**src/rtl/mem_arbiter.sv**
```systemverilog
// Arbiter that shares one single-port RAM between the PC fetch path and the load/store path.
// Define ARB_STATS_EN to add the fetch_cnt / data_cnt / conflict_cnt statistics outputs.
module mem_arbiter #(
   parameter int ADDR_W      = 32,
   parameter int DATA_W      = 32,
   parameter int MEM_LATENCY = 2
) (
   input  logic              clk,
   input  logic              nrst,
   input  logic              i_req,
   input  logic [ADDR_W-1:0] i_addr,
   output logic [DATA_W-1:0] i_data,
   output logic              i_ready,
   input  logic              d_read,
   input  logic              d_write,
   input  logic [ADDR_W-1:0] d_addr,
   input  logic [DATA_W-1:0] d_wdata,
   output logic [DATA_W-1:0] d_rdata,
   output logic              d_ready,
   output logic [ADDR_W-1:0] ram_addr,
   output logic [DATA_W-1:0] ram_wdata,
   output logic              ram_ren,
   output logic              ram_wen,
   input  logic [DATA_W-1:0] ram_rdata,
   output logic              busy
`ifdef ARB_STATS_EN
   ,
   output logic [15:0]       fetch_cnt,
   output logic [15:0]       data_cnt,
   output logic [15:0]       conflict_cnt
`endif
);

   localparam logic [1:0] S_IDLE   = 2'd0;
   localparam logic [1:0] S_ACCESS = 2'd1;
   localparam logic [1:0] S_DONE   = 2'd2;

   localparam logic [1:0] T_FETCH  = 2'd0;
   localparam logic [1:0] T_LOAD   = 2'd1;
   localparam logic [1:0] T_STORE  = 2'd2;

   localparam logic G_FETCH = 1'b0;
   localparam logic G_DATA  = 1'b1;

   // MEM_LATENCY is limited to 1..15 so the last access cycle fits the 4-bit counter
   localparam logic [3:0] LAST_CNT = 4'(MEM_LATENCY - 1);

   logic [1:0]        state;
   logic [3:0]        cnt;
   logic              last_grant;
   logic [1:0]        acc_type;
   logic [ADDR_W-1:0] lat_addr;
   logic [DATA_W-1:0] lat_wdata;

   logic d_pend;
   logic grant_any;
   logic grant_data;

   // On a conflict the side that did not win last time gets the RAM
   always_comb begin
      d_pend     = d_read | d_write;
      grant_any  = i_req | d_pend;
      grant_data = d_pend & (~i_req | (last_grant == G_FETCH));
   end

   always_ff @(posedge clk) begin
      if (nrst) begin
         state      <= S_IDLE;
         cnt        <= 4'd0;
         last_grant <= G_FETCH;
         acc_type   <= T_FETCH;
         lat_addr   <= '0;
         lat_wdata  <= '0;
         i_data     <= '0;
         d_rdata    <= '0;
         i_ready    <= 1'b0;
         d_ready    <= 1'b0;
      end else begin
         case (state)
            S_IDLE: begin
               if (grant_any) begin
                  state      <= S_ACCESS;
                  cnt        <= 4'd0;
                  last_grant <= grant_data;
                  if (grant_data) begin
                     lat_addr  <= d_addr;
                     lat_wdata <= d_wdata;
                     acc_type  <= d_write ? T_STORE : T_LOAD;
                  end else begin
                     lat_addr  <= i_addr;
                     lat_wdata <= '0;
                     acc_type  <= T_FETCH;
                  end
               end
            end
            S_ACCESS: begin
               if (cnt == LAST_CNT) begin
                  state   <= S_DONE;
                  cnt     <= 4'd0;
                  i_ready <= (acc_type == T_FETCH);
                  d_ready <= (acc_type != T_FETCH);
                  if (acc_type == T_FETCH) begin
                     i_data <= ram_rdata;
                  end
                  if (acc_type == T_LOAD) begin
                     d_rdata <= ram_rdata;
                  end
               end else begin
                  cnt <= cnt + 4'd1;
               end
            end
            S_DONE: begin
               state   <= S_IDLE;
               i_ready <= 1'b0;
               d_ready <= 1'b0;
            end
            default: begin
               state   <= S_IDLE;
               i_ready <= 1'b0;
               d_ready <= 1'b0;
            end
         endcase
      end
   end

   // Strobes decode only from registered state, so nothing combinational reaches the RAM from the requesters
   always_comb begin
      busy      = (state != S_IDLE);
      ram_addr  = lat_addr;
      ram_wdata = lat_wdata;
      ram_ren   = (state == S_ACCESS) && (acc_type != T_STORE);
      ram_wen   = (state == S_ACCESS) && (acc_type == T_STORE);
   end

`ifdef ARB_STATS_EN
   logic access_end;

   always_comb begin
      access_end = (state == S_ACCESS) && (cnt == LAST_CNT);
   end

   // Counters saturate instead of wrapping so long runs never read as small numbers
   always_ff @(posedge clk) begin
      if (nrst) begin
         fetch_cnt    <= 16'd0;
         data_cnt     <= 16'd0;
         conflict_cnt <= 16'd0;
      end else begin
         if (access_end && (acc_type == T_FETCH) && (fetch_cnt != 16'hFFFF)) begin
            fetch_cnt <= fetch_cnt + 16'd1;
         end
         if (access_end && (acc_type != T_FETCH) && (data_cnt != 16'hFFFF)) begin
            data_cnt <= data_cnt + 16'd1;
         end
         if ((state == S_IDLE) && i_req && d_pend && (conflict_cnt != 16'hFFFF)) begin
            conflict_cnt <= conflict_cnt + 16'd1;
         end
      end
   end
`endif

endmodule

```
**config.mk**
```make
export PLATFORM = sky130hd
export DESIGN_NAME = mem_arbiter
export DESIGN_NICKNAME = d
export VERILOG_FILES = /design/src/rtl/mem_arbiter.sv
export SDC_FILE = /design/constraint.sdc
export NUM_CORES = 1
export LEC_CHECK = 0
export CORE_MARGIN = 4
export CORE_UTILIZATION = 38
export DETAILED_ROUTE_END_ITERATION = 16
export GPL_TIMING_DRIVEN = 0
export PLACE_DENSITY = 0.77
export SYNTH_ARGS = -nofsm -noshare
export SYNTH_HDL_FRONTEND = slang
export SYNTH_SLANG_ARGS = --single-unit
```
**constraint.sdc**
```tcl
create_clock -name clk -period 1.54 [get_ports clk]
set_input_delay 0.154 -clock clk [delete_from_list [all_inputs] [get_ports clk]]
set_output_delay 0.154 -clock clk [all_outputs]
set_load 0.01 [all_outputs]
```
==> key figures <==
Outcome
  – Status: finished clean

Finish
  – Synth-to-Final Area Change: 65.3%
  – Non-filler cells, final: roughly 1200
  – Share of cells above drive strength 1: 0.121
  – Finished Core Util: 0.642
  – Finished Cell Area: a little under 0.01 mm^2
  – # nets final: roughly 1100

Clock network
  – CTS root buffer: clkbuf_16
  – Sink Count: between 100 and 150
  – Worst-path clk slew: ~0.06 ns
  – H-tree level count: 4
  – CTS tree: built
  – Max Root-Sink Buffers: 2
  – Num CTS Buffers: 17
  – Later-pin clock latency in the skew report: 0.42 ns
  – Hold_buf cts: 0

STA
  – Layout Skew: 0.00428 ns
  – Slew Limit Fails: 0
  – Fin. Hold Viols: 0
  – Worst slew pin tran: 0.656 ns
  – RSZ-0062 raised after global routing: yes
  – Final min period: around 1.5 ns
  – Setup TNS: 0 ns
  – F_max: 656 MHz
  – Final setup fails: 0
  – Slew margin rel.: 0.562
  – Hold slack: around 0.28 ns
  – Fin crit share: 0.990

Global route
  – Initial antenna violation count: 2
  – Met2 usage: 0.380
  – Gr ovfl total: 0
  – Met1 Track Usage GR: 0.261
  – Gr busiest metal: met2
  – Largest net degree at the start of global routing: 17
  – Global Route Usage Sum: 0.227
  – GRT met3 Usage: 0.0924
  – First-pass GRT wire length: 32300 um
  – Vias in the first global route: between 6000 and 7000

Floorplan
  – Starting Density: 0.388
  – Ports: around 270
  – Die ar.: ~0.018 mm^2
  – Core area: 0.0153 mm^2
  – Core Rows: 45
  – Die width: roughly 130 um
  – Die Ht: roughly 130 um

Logic synthesis
  – Ys flop type: dfxtp_1
  – Synthesized Nets: between 800 and 900
  – Yosys synthesis warning count: 0
  – Synth top cells by count: dfxtp_1, a21oi_1, nand2_1
  – Syn Inst Count: 684
  – Synthesized area per cell: just under 9 um^2
  – Cell variety after synth: 40
  – Post-synth EDFFs: 0
  – Post-Syn Area: slightly below 0.006 mm^2
  – Dominant cells by area after synthesis: dfxtp_1, a21oi_1, nand2b_1
  – Most numerous cell in the Yosys netlist: dfxtp_1
  – Area leader, netlist: dfxtp_1
  – Post-synthesis sequential area ratio: 0.470
  – Yosys reg bits: ~140
  – Async SR Flop Fraction: 0
  – Top-area cell type share of the netlist area: 0.470

Place
  – Dpl cells: approximately 1200
  – IO Port Bufs: approximately 260
  – Placed cell areas: just under 0.009 mm^2
  – Placer congestion estimate: ~0.87
  – Final HPWL DP: 15300 um

Critical path
  – CP Data Arrival Time: 1.37 ns
  – Critical Path Fanout Max: 4
  – Register-to-Register Setup Slack: around 0.04 ns
  – Crit path required time: between 1 and 1.5 ns
  – FF-to-FF path depth: 7
  – Critical path class: reg2out
  – Startpoint Class: flop
  – CP Capture Type: primary output

Power and ir drop
  – Net switching power figure: between 2 and 3 mW
  – Int Pwr: approximately 7.7 mW
  – Pwr/cell area: 1080 mW/mm^2
  – Worst IR drop on VDD: ~0.0008 V
  – Lkg Pwr: ~3.6 nW
  – Seq pwr share: 0.377
  – Clock power frac: 0.404
  – Comb power frac: 0.220
  – Switching share of power: 0.270

Routing
  – Antenna viol nets, final: 0
  – Detailed Route WL: approximately 21000 um
  – Initial DRC Count: between 300 and 400
  – Routed via count: roughly 6200
  – DR pass1 iterations: 5
  – Routed WL per cell: 17.3 um
  – DRC Markers: 0
  – Via density: 5.18

Flow run
  – Max Cap Violations: 0

Min path
  – Worst hold path type: in2reg
  – Hold depth: 3
==> cells in the final DEF, fill, tap and decap left out, types with 4 or more instances in the layout <==
cell type        count
mux2i_1             32
a311oi_1            33
dfxtp_1            135
nand4_1             64
clkdlybuf4s50_1    257
nand2b_1            65
clkbuf_1            26
buf_4               19
clkbuf_2            13
nand2_1             67
clkbuf_8             4
o21ai_1             28
clkbuf_16           17
nand3_1              4
buf_6                9
o21ai_0             37
buf_2               17
a21oi_1            103
==> path summary, 6_finish.rpt <==
path | start | endpoint
hold reg to reg | ram_wdata[13] | ram_wdata[13]
setup / recovery | state[0] | ram_ren
setup reg to reg | cnt[1] | i_data[19]
hold / removal | d_write | acc_type[1]
==> per-layer routing <==
layer  vias to the layer above  part of all wire
li1                       3070                 -
met1                      2890              0.41
met2                       239              0.48
met3                        31             0.090
met4                         2             0.018
met5                         -           0.00063
==> critical path, stage by stage, from the launching register on <==
cell      delay, ns
dfxtp_4        0.38
nor2b_4        0.17
buf_8          0.11
a21boi_2       0.13
buf_2          0.15
==> metrics by stage <==
step                total power, mW  setup slack [ns]
CTS                            10.6            -0.177
floorplan                      5.05           -0.0289
finish                         10.6            0.0156
global route                   11.0           -0.0904
global placement               6.17            -0.570
detailed placement             6.18            -0.580
==> registers in the layout, indices dropped and copies added, names as in the netlist <==
register,count
ram_addr,32
i_ready,1
i_data,32
acc_type,2
d_rdata,32
state,2
last_grant,1
ram_wdata,32
cnt,4
d_ready,1
==> power by group through the flow <==
stage | Sequential [mW] | Combinational, mW | Clock (mW)
final | 3.98 | 2.32 | 4.26
after detailed placement | 4.05 | 2.13 | 0
after global routing | 4.01 | 2.50 | 4.45
after global placement | 4.05 | 2.12 | 0
after floorplan | 4.15 | 0.901 | 0
after CTS | 3.98 | 2.28 | 4.30
==> cells by family (layout without fill, tap and decap cells) <==
| logic type | count (synthesis) | after routing | share of synthesized area |
|---|---|---|---|
| simple gates | 221 | 221 | 0.211 |
| compound gates | 212 | 212 | 0.204 |
| flops | 139 | 139 | 0.470 |
| buf+inv | 78 | 385 | 0.0570 |
| mux | 32 | 32 | 0.0541 |
| fa+ha+maj | 2 | 2 | 0.00422 |
| other cells | 0 | 1 | 0 |
==> timing repair <==
action                                 CTS  global route
gates cloned                             1             0
gates resized for setup                 59            53
setup endpoints to repair              125           113
endpoints found under the hold margin    0             0
buffers inserted                        15             3
pin swaps                                1             0
==> final cells by class <==
type / count / area, um^2
antenna: 1 / 2.50
buffer: 67 / 384
clock buffer: 21 / 470
clock inverter: 10 / 140
fill: 1303 / 5470
inverter: 4 / 17.5
multi-input combinational: 467 / 2890
sequential: 139 / 2800
tap: 211 / 264
timing repair buffer: 283 / 2830
Power figures use the tool's default switching activity.
